### src/rtl/div_reconstruct.sv
// Rebuilds a dividend from (quotient, divisor, remainder) as Q*D+R by repeated
// addition; controller FSM and datapath share a start/done handshake with the divider.
module div_reconstruct #(
    parameter int WIDTH = 8
) (
    input  logic                 clk,
    input  logic                 rst,
    input  logic                 start,
    input  logic [WIDTH-1:0]     quotient,
    input  logic [WIDTH-1:0]     divisor,
    input  logic [WIDTH-1:0]     remainder,
    output logic [2*WIDTH-1:0]   dividend,
    output logic                 rem_ok,
    output logic                 ovf,
    output logic                 busy,
    output logic                 done
);

    localparam int W2 = 2 * WIDTH;

    localparam logic [2:0] S_IDLE  = 3'd0;
    localparam logic [2:0] S_LOAD  = 3'd1;
    localparam logic [2:0] S_CHECK = 3'd2;
    localparam logic [2:0] S_ADD   = 3'd3;
    localparam logic [2:0] S_DONE  = 3'd4;

    logic [2:0]       state_q, state_d;
    logic [W2-1:0]    acc_q, acc_d;
    logic [WIDTH-1:0] cnt_q, cnt_d;
    logic [WIDTH-1:0] d_reg_q, d_reg_d;
    logic [WIDTH-1:0] r_reg_q, r_reg_d;
    logic [W2-1:0]    dividend_q, dividend_d;
    logic             rem_ok_q, rem_ok_d;
    logic             ovf_q, ovf_d;
    logic             busy_q, busy_d;
    logic             done_q, done_d;
    logic             cnt_zero_s;

    assign cnt_zero_s = (cnt_q == {WIDTH{1'b0}});

    // Controller: next-state decode; start only matters in IDLE
    always_comb begin
        state_d = state_q;
        case (state_q)
            S_IDLE: begin
                if (start) begin
                    state_d = S_LOAD;
                end else begin
                    state_d = S_IDLE;
                end
            end
            S_LOAD:  state_d = S_CHECK;
            S_CHECK: begin
                if (cnt_zero_s) begin
                    state_d = S_DONE;
                end else begin
                    state_d = S_ADD;
                end
            end
            S_ADD:   state_d = S_CHECK;
            S_DONE:  state_d = S_IDLE;
            default: state_d = S_IDLE;
        endcase
    end

    // Datapath: operand latch, accumulate, and result capture on the CHECK->DONE edge
    always_comb begin
        acc_d      = acc_q;
        cnt_d      = cnt_q;
        d_reg_d    = d_reg_q;
        r_reg_d    = r_reg_q;
        dividend_d = dividend_q;
        rem_ok_d   = rem_ok_q;
        ovf_d      = ovf_q;
        case (state_q)
            S_LOAD: begin
                acc_d   = {{WIDTH{1'b0}}, remainder};
                cnt_d   = quotient;
                d_reg_d = divisor;
                r_reg_d = remainder;
            end
            S_CHECK: begin
                if (cnt_zero_s) begin
                    dividend_d = acc_q;
                    rem_ok_d   = (r_reg_q < d_reg_q);
                    ovf_d      = (acc_q[W2-1:WIDTH] != {WIDTH{1'b0}});
                end else begin
                    dividend_d = dividend_q;
                end
            end
            // Accumulator is 2*WIDTH wide, so Q*D+R can never wrap
            S_ADD: begin
                acc_d = acc_q + {{WIDTH{1'b0}}, d_reg_q};
                cnt_d = cnt_q - {{(WIDTH-1){1'b0}}, 1'b1};
            end
            default: begin
                acc_d = acc_q;
            end
        endcase
    end

    // Status flags are registered from the next state so they track state_q exactly
    always_comb begin
        busy_d = (state_d != S_IDLE);
        done_d = (state_d == S_DONE);
    end

    // State and datapath registers with synchronous reset
    always_ff @(posedge clk) begin
        if (rst) begin
            state_q    <= S_IDLE;
            acc_q      <= {W2{1'b0}};
            cnt_q      <= {WIDTH{1'b0}};
            d_reg_q    <= {WIDTH{1'b0}};
            r_reg_q    <= {WIDTH{1'b0}};
            dividend_q <= {W2{1'b0}};
            rem_ok_q   <= 1'b0;
            ovf_q      <= 1'b0;
            busy_q     <= 1'b0;
            done_q     <= 1'b0;
        end else begin
            state_q    <= state_d;
            acc_q      <= acc_d;
            cnt_q      <= cnt_d;
            d_reg_q    <= d_reg_d;
            r_reg_q    <= r_reg_d;
            dividend_q <= dividend_d;
            rem_ok_q   <= rem_ok_d;
            ovf_q      <= ovf_d;
            busy_q     <= busy_d;
            done_q     <= done_d;
        end
    end

    assign dividend = dividend_q;
    assign rem_ok   = rem_ok_q;
    assign ovf      = ovf_q;
    assign busy     = busy_q;
    assign done     = done_q;

endmodule

### config.mk
export PLATFORM = sky130hd
export DESIGN_NAME = div_reconstruct
export DESIGN_NICKNAME = d
export VERILOG_FILES = /design/src/rtl/div_reconstruct.sv
export SDC_FILE = /design/constraint.sdc
export NUM_CORES = 1
export LEC_CHECK = 0
export BUFFER_PORTS_ARGS = -buffer_cell sky130_fd_sc_hd__buf_2
export CAP_MARGIN = 20
export CORE_MARGIN = 2
export CORE_UTILIZATION = 40
export DETAILED_ROUTE_END_ITERATION = 10
export GPL_TIMING_DRIVEN = 0
export PLACE_DENSITY = 0.66
export SLEW_MARGIN = 20
export SYNTH_ARGS = -nofsm -noshare
export SYNTH_HDL_FRONTEND = slang
export SYNTH_SLANG_ARGS = --single-unit
### constraint.sdc
create_clock -name clk -period 3 [get_ports clk]
set_input_delay 0 -clock clk [delete_from_list [all_inputs] [get_ports clk]]
set_output_delay 0 -clock clk [all_outputs]
set_load 0.05 [all_outputs]
==> reports/metrics.csv <==
stage;metric;value;unit
setup_path;crit_fanout;8;
detailed_routing;num_vias;2828;
detailed_routing;routed_wirelength;7640;um
floorplanning;dieArea;8310;um^2
setup_path;crit_buf_inv;0;
place;io_buffers;46;
final_layout;fin_nets;477;
setup_path;cp_cell_sequence;ha_1 > fa_1 > a21o_1 > a221oi_1 > o21a_1 > or3_1 > a21oi_1;
detailed_routing;avgViaCountPerCell;5.28;
place;dpl_cell_area;3390;um^2
sta;finalSetupTns;0;ps
detailed_routing;ant_nets;0;
cts;cts_tree;yes;
cts;clk_pin_slew_worst_paths;80;ps
logic_synthesis;syn-cell-area;3040;um^2
worst_hold_path;hold_end;cnt_q[0]$_SDFFE_PP0P_;
power;switching_share;27.1;%
logic_synthesis;synth_top_area_share;41.5;%
setup_path;critPathSlowestCell;a221oi_1;
sta;drv_slew;0;
setup_path;cp-start-kind;flip-flop;
detailed_routing;routedWlPerCell;14.3;um
floorplanning;die_x;91.2;um
cts;cts.root.buffer_cell;clkbuf_8;
global_route;grt_pass1_wl;12700;um
floorplanning;ios;47;
cts;clk-insertion-delay-late;350;ps
sta;skew;17.7;ps
floorplanning;die_h;91.2;um
final_layout;drive_above_1_share;15.3;%
detailed_routing;drt_pass1_iterations;4;
logic_synthesis;async_flop_share;0;%
setup_path;rr_startpoint;acc_q[0]$_SDFFE_PP0P_;
global_route;grt_pass1_vias;2664;
status;status;finished, final reports clean;
logic_synthesis;avgSynthCellArea;8.59;um^2
global_route;grt_max_degree;12;
final_layout;post-route-util;52.8;%
setup_path;crit_start;acc_q[0]$_SDFFE_PP0P_;
logic_synthesis;synth_edf_count;0;
logic_synthesis;synth_cells;354;
power;p_switching;0.000599;W
global_route;grt_overflow;0;
setup_path;rrSetupSlack;700;ps
power;power_frac_seq;41.5;%
sta;fmax;0.435;GHz
logic_synthesis;ys_warn_count;0;
place;place.gp.congestion;0.856;
sta;worstMarginPinSlew;597;ps
logic_synthesis;synth_top_area_cell;dfxtp_1;
detailed_routing;topRoutingLayerUsed;met4;
final_layout;syn_to_final_growth;26.6;%
final_layout;fillers;764;
setup_path;endpoint_kind;flip-flop;
detailed_routing;dr_wl_met3;374;um
setup_path;slowest_delay;450;ps
logic_synthesis;synth_nets;399;
power;comb_power_share;17.6;%
place;post-dp-hpwl;5570;um
logic_synthesis;synth.most_common_cell;dfxtp_1;
worst_hold_path;hold_class;in2reg;
setup_path;reg2reg_to;acc_q[8]$_SDFFE_PP0P_;
logic_synthesis;ys_seq_area_share;41.5;%
job;max-cap-violations;0;
setup_path;cp_top_family;compound AO/OA/AOI/OAI gates;
sta;setup_viol;0;
global_route;antenna_found_initial;0;
sta;slew_headroom;60.2;%
setup_path;critPathKind;reg2reg;
global_route;grtUsageTotal;19.1;%
final_layout;layoutNonFillerInstCount;536;
power;p_leak;1.71;nW
cts;htreeDepth;3;
sta;rsz0062_at_grt;false;
setup_path;crit_required;3230;ps
floorplanning;core_area;7290;um^2
logic_synthesis;synth.top_cells.by_count;63 x dfxtp_1, 49 x nand2_1, 36 x a21oi_1;
worst_hold_path;worstHoldPathCells;3;
worst_hold_path;min_from;quotient[0];
logic_synthesis;synth_flop_cell;dfxtp_1;
setup_path;cp_data_arrival_time;2530;ps
cts;clock_sinks;63;
floorplanning;floorplan.initialDensity;41.7;%
power;peakVddDrop;0.000249;V
sta;period_share;76.7;%
logic_synthesis;synth.distinct_cells;44;
sta;hold_viol;0;
cts;ctsLongestPathBuffers;2;
final_layout;multi_input_area;1650;um^2
final_layout;n_antenna_cell;0;
logic_synthesis;synth-seq-cells;63;
logic_synthesis;synth_area_leaders;dfxtp_1 41%, ha_1 7.0%, mux2i_1 6.6%, nand2_1 6.0%, a21oi_1 5.9%;
place;dp.cells;499;
detailed_routing;drtIter0Drc;116;
final_layout;stdcell_area;3850;um^2
detailed_routing;wl_met2;3580;um
power;power_frac_clock;40.9;%
power;powerDensity;575;nW/um^2
detailed_routing;drc;0;
setup_path;ff2ff_path_depth;7;
detailed_routing;wl_met1;3570;um
power;internal_power;0.00161;W
final_layout;ff_latch_area;1260;um^2
cts;numCtsBuffers;9;
sta;period_needed;2300;ps
floorplanning;rows;31;
-- state kept, by name, indices dropped and copies added, names as in the netlist --
register,cells
dividend,16
ovf,1
done,1
rem_ok,1
d_reg_q,8
state_q,3
busy,1
r_reg_q,8
cnt_q,8
acc_q,16
-- logic make-up (layout without fill, tap and decap cells) --
group                      after synthesis  count (layout)  share of synthesized area (%)
and+or+nand+nor                        126             126                           19.4
AOI/OAI and AO/OA                       88              88                           18.2
DFF                                     63              63                           41.5
adders and majority gates               18              18                           7.65
xor gates and xnor gates                 8               8                           2.30
buffers and inverters                   31             114                           4.36
muxes                                   20              20                           6.58
-- area by class of cell --
type                       instances  area share [%]
multi-input combinational        260            42.8
timing repair buffer              67            11.4
clock buffer                      10            3.57
sequential                        63            32.8
clock inverter                     6            2.79
buffer                            17            2.08
inverter                          14            1.36
tap                               99            3.22
-- placed cells by master, fill, tap and decap left out, drive strengths merged, types with 4 or more instances in the layout --
cell | netlist | routed
buf | 2 | 48
inv | 14 | 14
or4 | 6 | 6
ha | 17 | 17
a21oi | 36 | 36
dfxtp | 63 | 63
nand2 | 49 | 49
o21ai | 10 | 10
nor4 | 5 | 5
dlygate4sd3 | 0 | 21
o22ai | 5 | 5
a21o | 4 | 4
a22oi | 7 | 7
a211oi | 6 | 6
nor2 | 34 | 34
nor3 | 7 | 7
xor2 | 6 | 6
nand3 | 5 | 5
and3 | 5 | 5
clkbuf | 15 | 25
mux2i | 20 | 20
or3 | 4 | 4
-- power groups by stage --
stage / combinational (W) / sequential, W / clock [W]
floorplan: 0.000255 / 0.000942 / 0
global placement: 0.000359 / 0.000935 / 0
detailed placement: 0.000366 / 0.000937 / 0
CTS: 0.000390 / 0.000918 / 0.000914
global route: 0.000434 / 0.000925 / 0.000957
finish: 0.000390 / 0.000919 / 0.000904
-- worst max-delay path by stage --
stage                                  end  slack [ps]  cells after the start
finish               acc_q[8]$_SDFFE_PP0P_         700                      7
global route         acc_q[8]$_SDFFE_PP0P_         560                      7
detailed placement  acc_q[10]$_SDFFE_PP0P_         760                      7
floorplan           acc_q[12]$_SDFFE_PP0P_        1020                      7
global placement    acc_q[12]$_SDFFE_PP0P_         740                      7
CTS                 acc_q[10]$_SDFFE_PP0P_         730                      7
-- metal layers --
layer  GRT usage [%]  up-vias
met4            5.81        0
met1            25.0     1318
met2            31.1       72
li1                -     1426
met3            4.40       12
met5               0        -
-- through the flow --
step	hold slack, ps	total power (W)	setup WS (ps)
final	3.85	0.00221	699
after global routing	40.1	0.00232	562
after CTS	3.74	0.00222	725
after detailed placement	247	0.00130	756
after global placement	241	0.00129	738
after floorplan	136	0.00120	1020
-- timing repair --
action / 4_1_cts / 5_1_grt
buffers inserted: 0 / 0
resized for setup: 0 / 0
hold buffers: 21 / 0
endpoints found under the hold margin: 26 / 0
-- worst register-to-register path, delay by kind of cell (launching register included) --
kind | cells | cell delay (ps)
AOI/OAI and AO/OA | 4 | 1050
DFF | 1 | 330
adders and majority gates | 2 | 660
and+or+nand+nor | 1 | 150
Note: power is estimated with default switching activity, not from simulation.
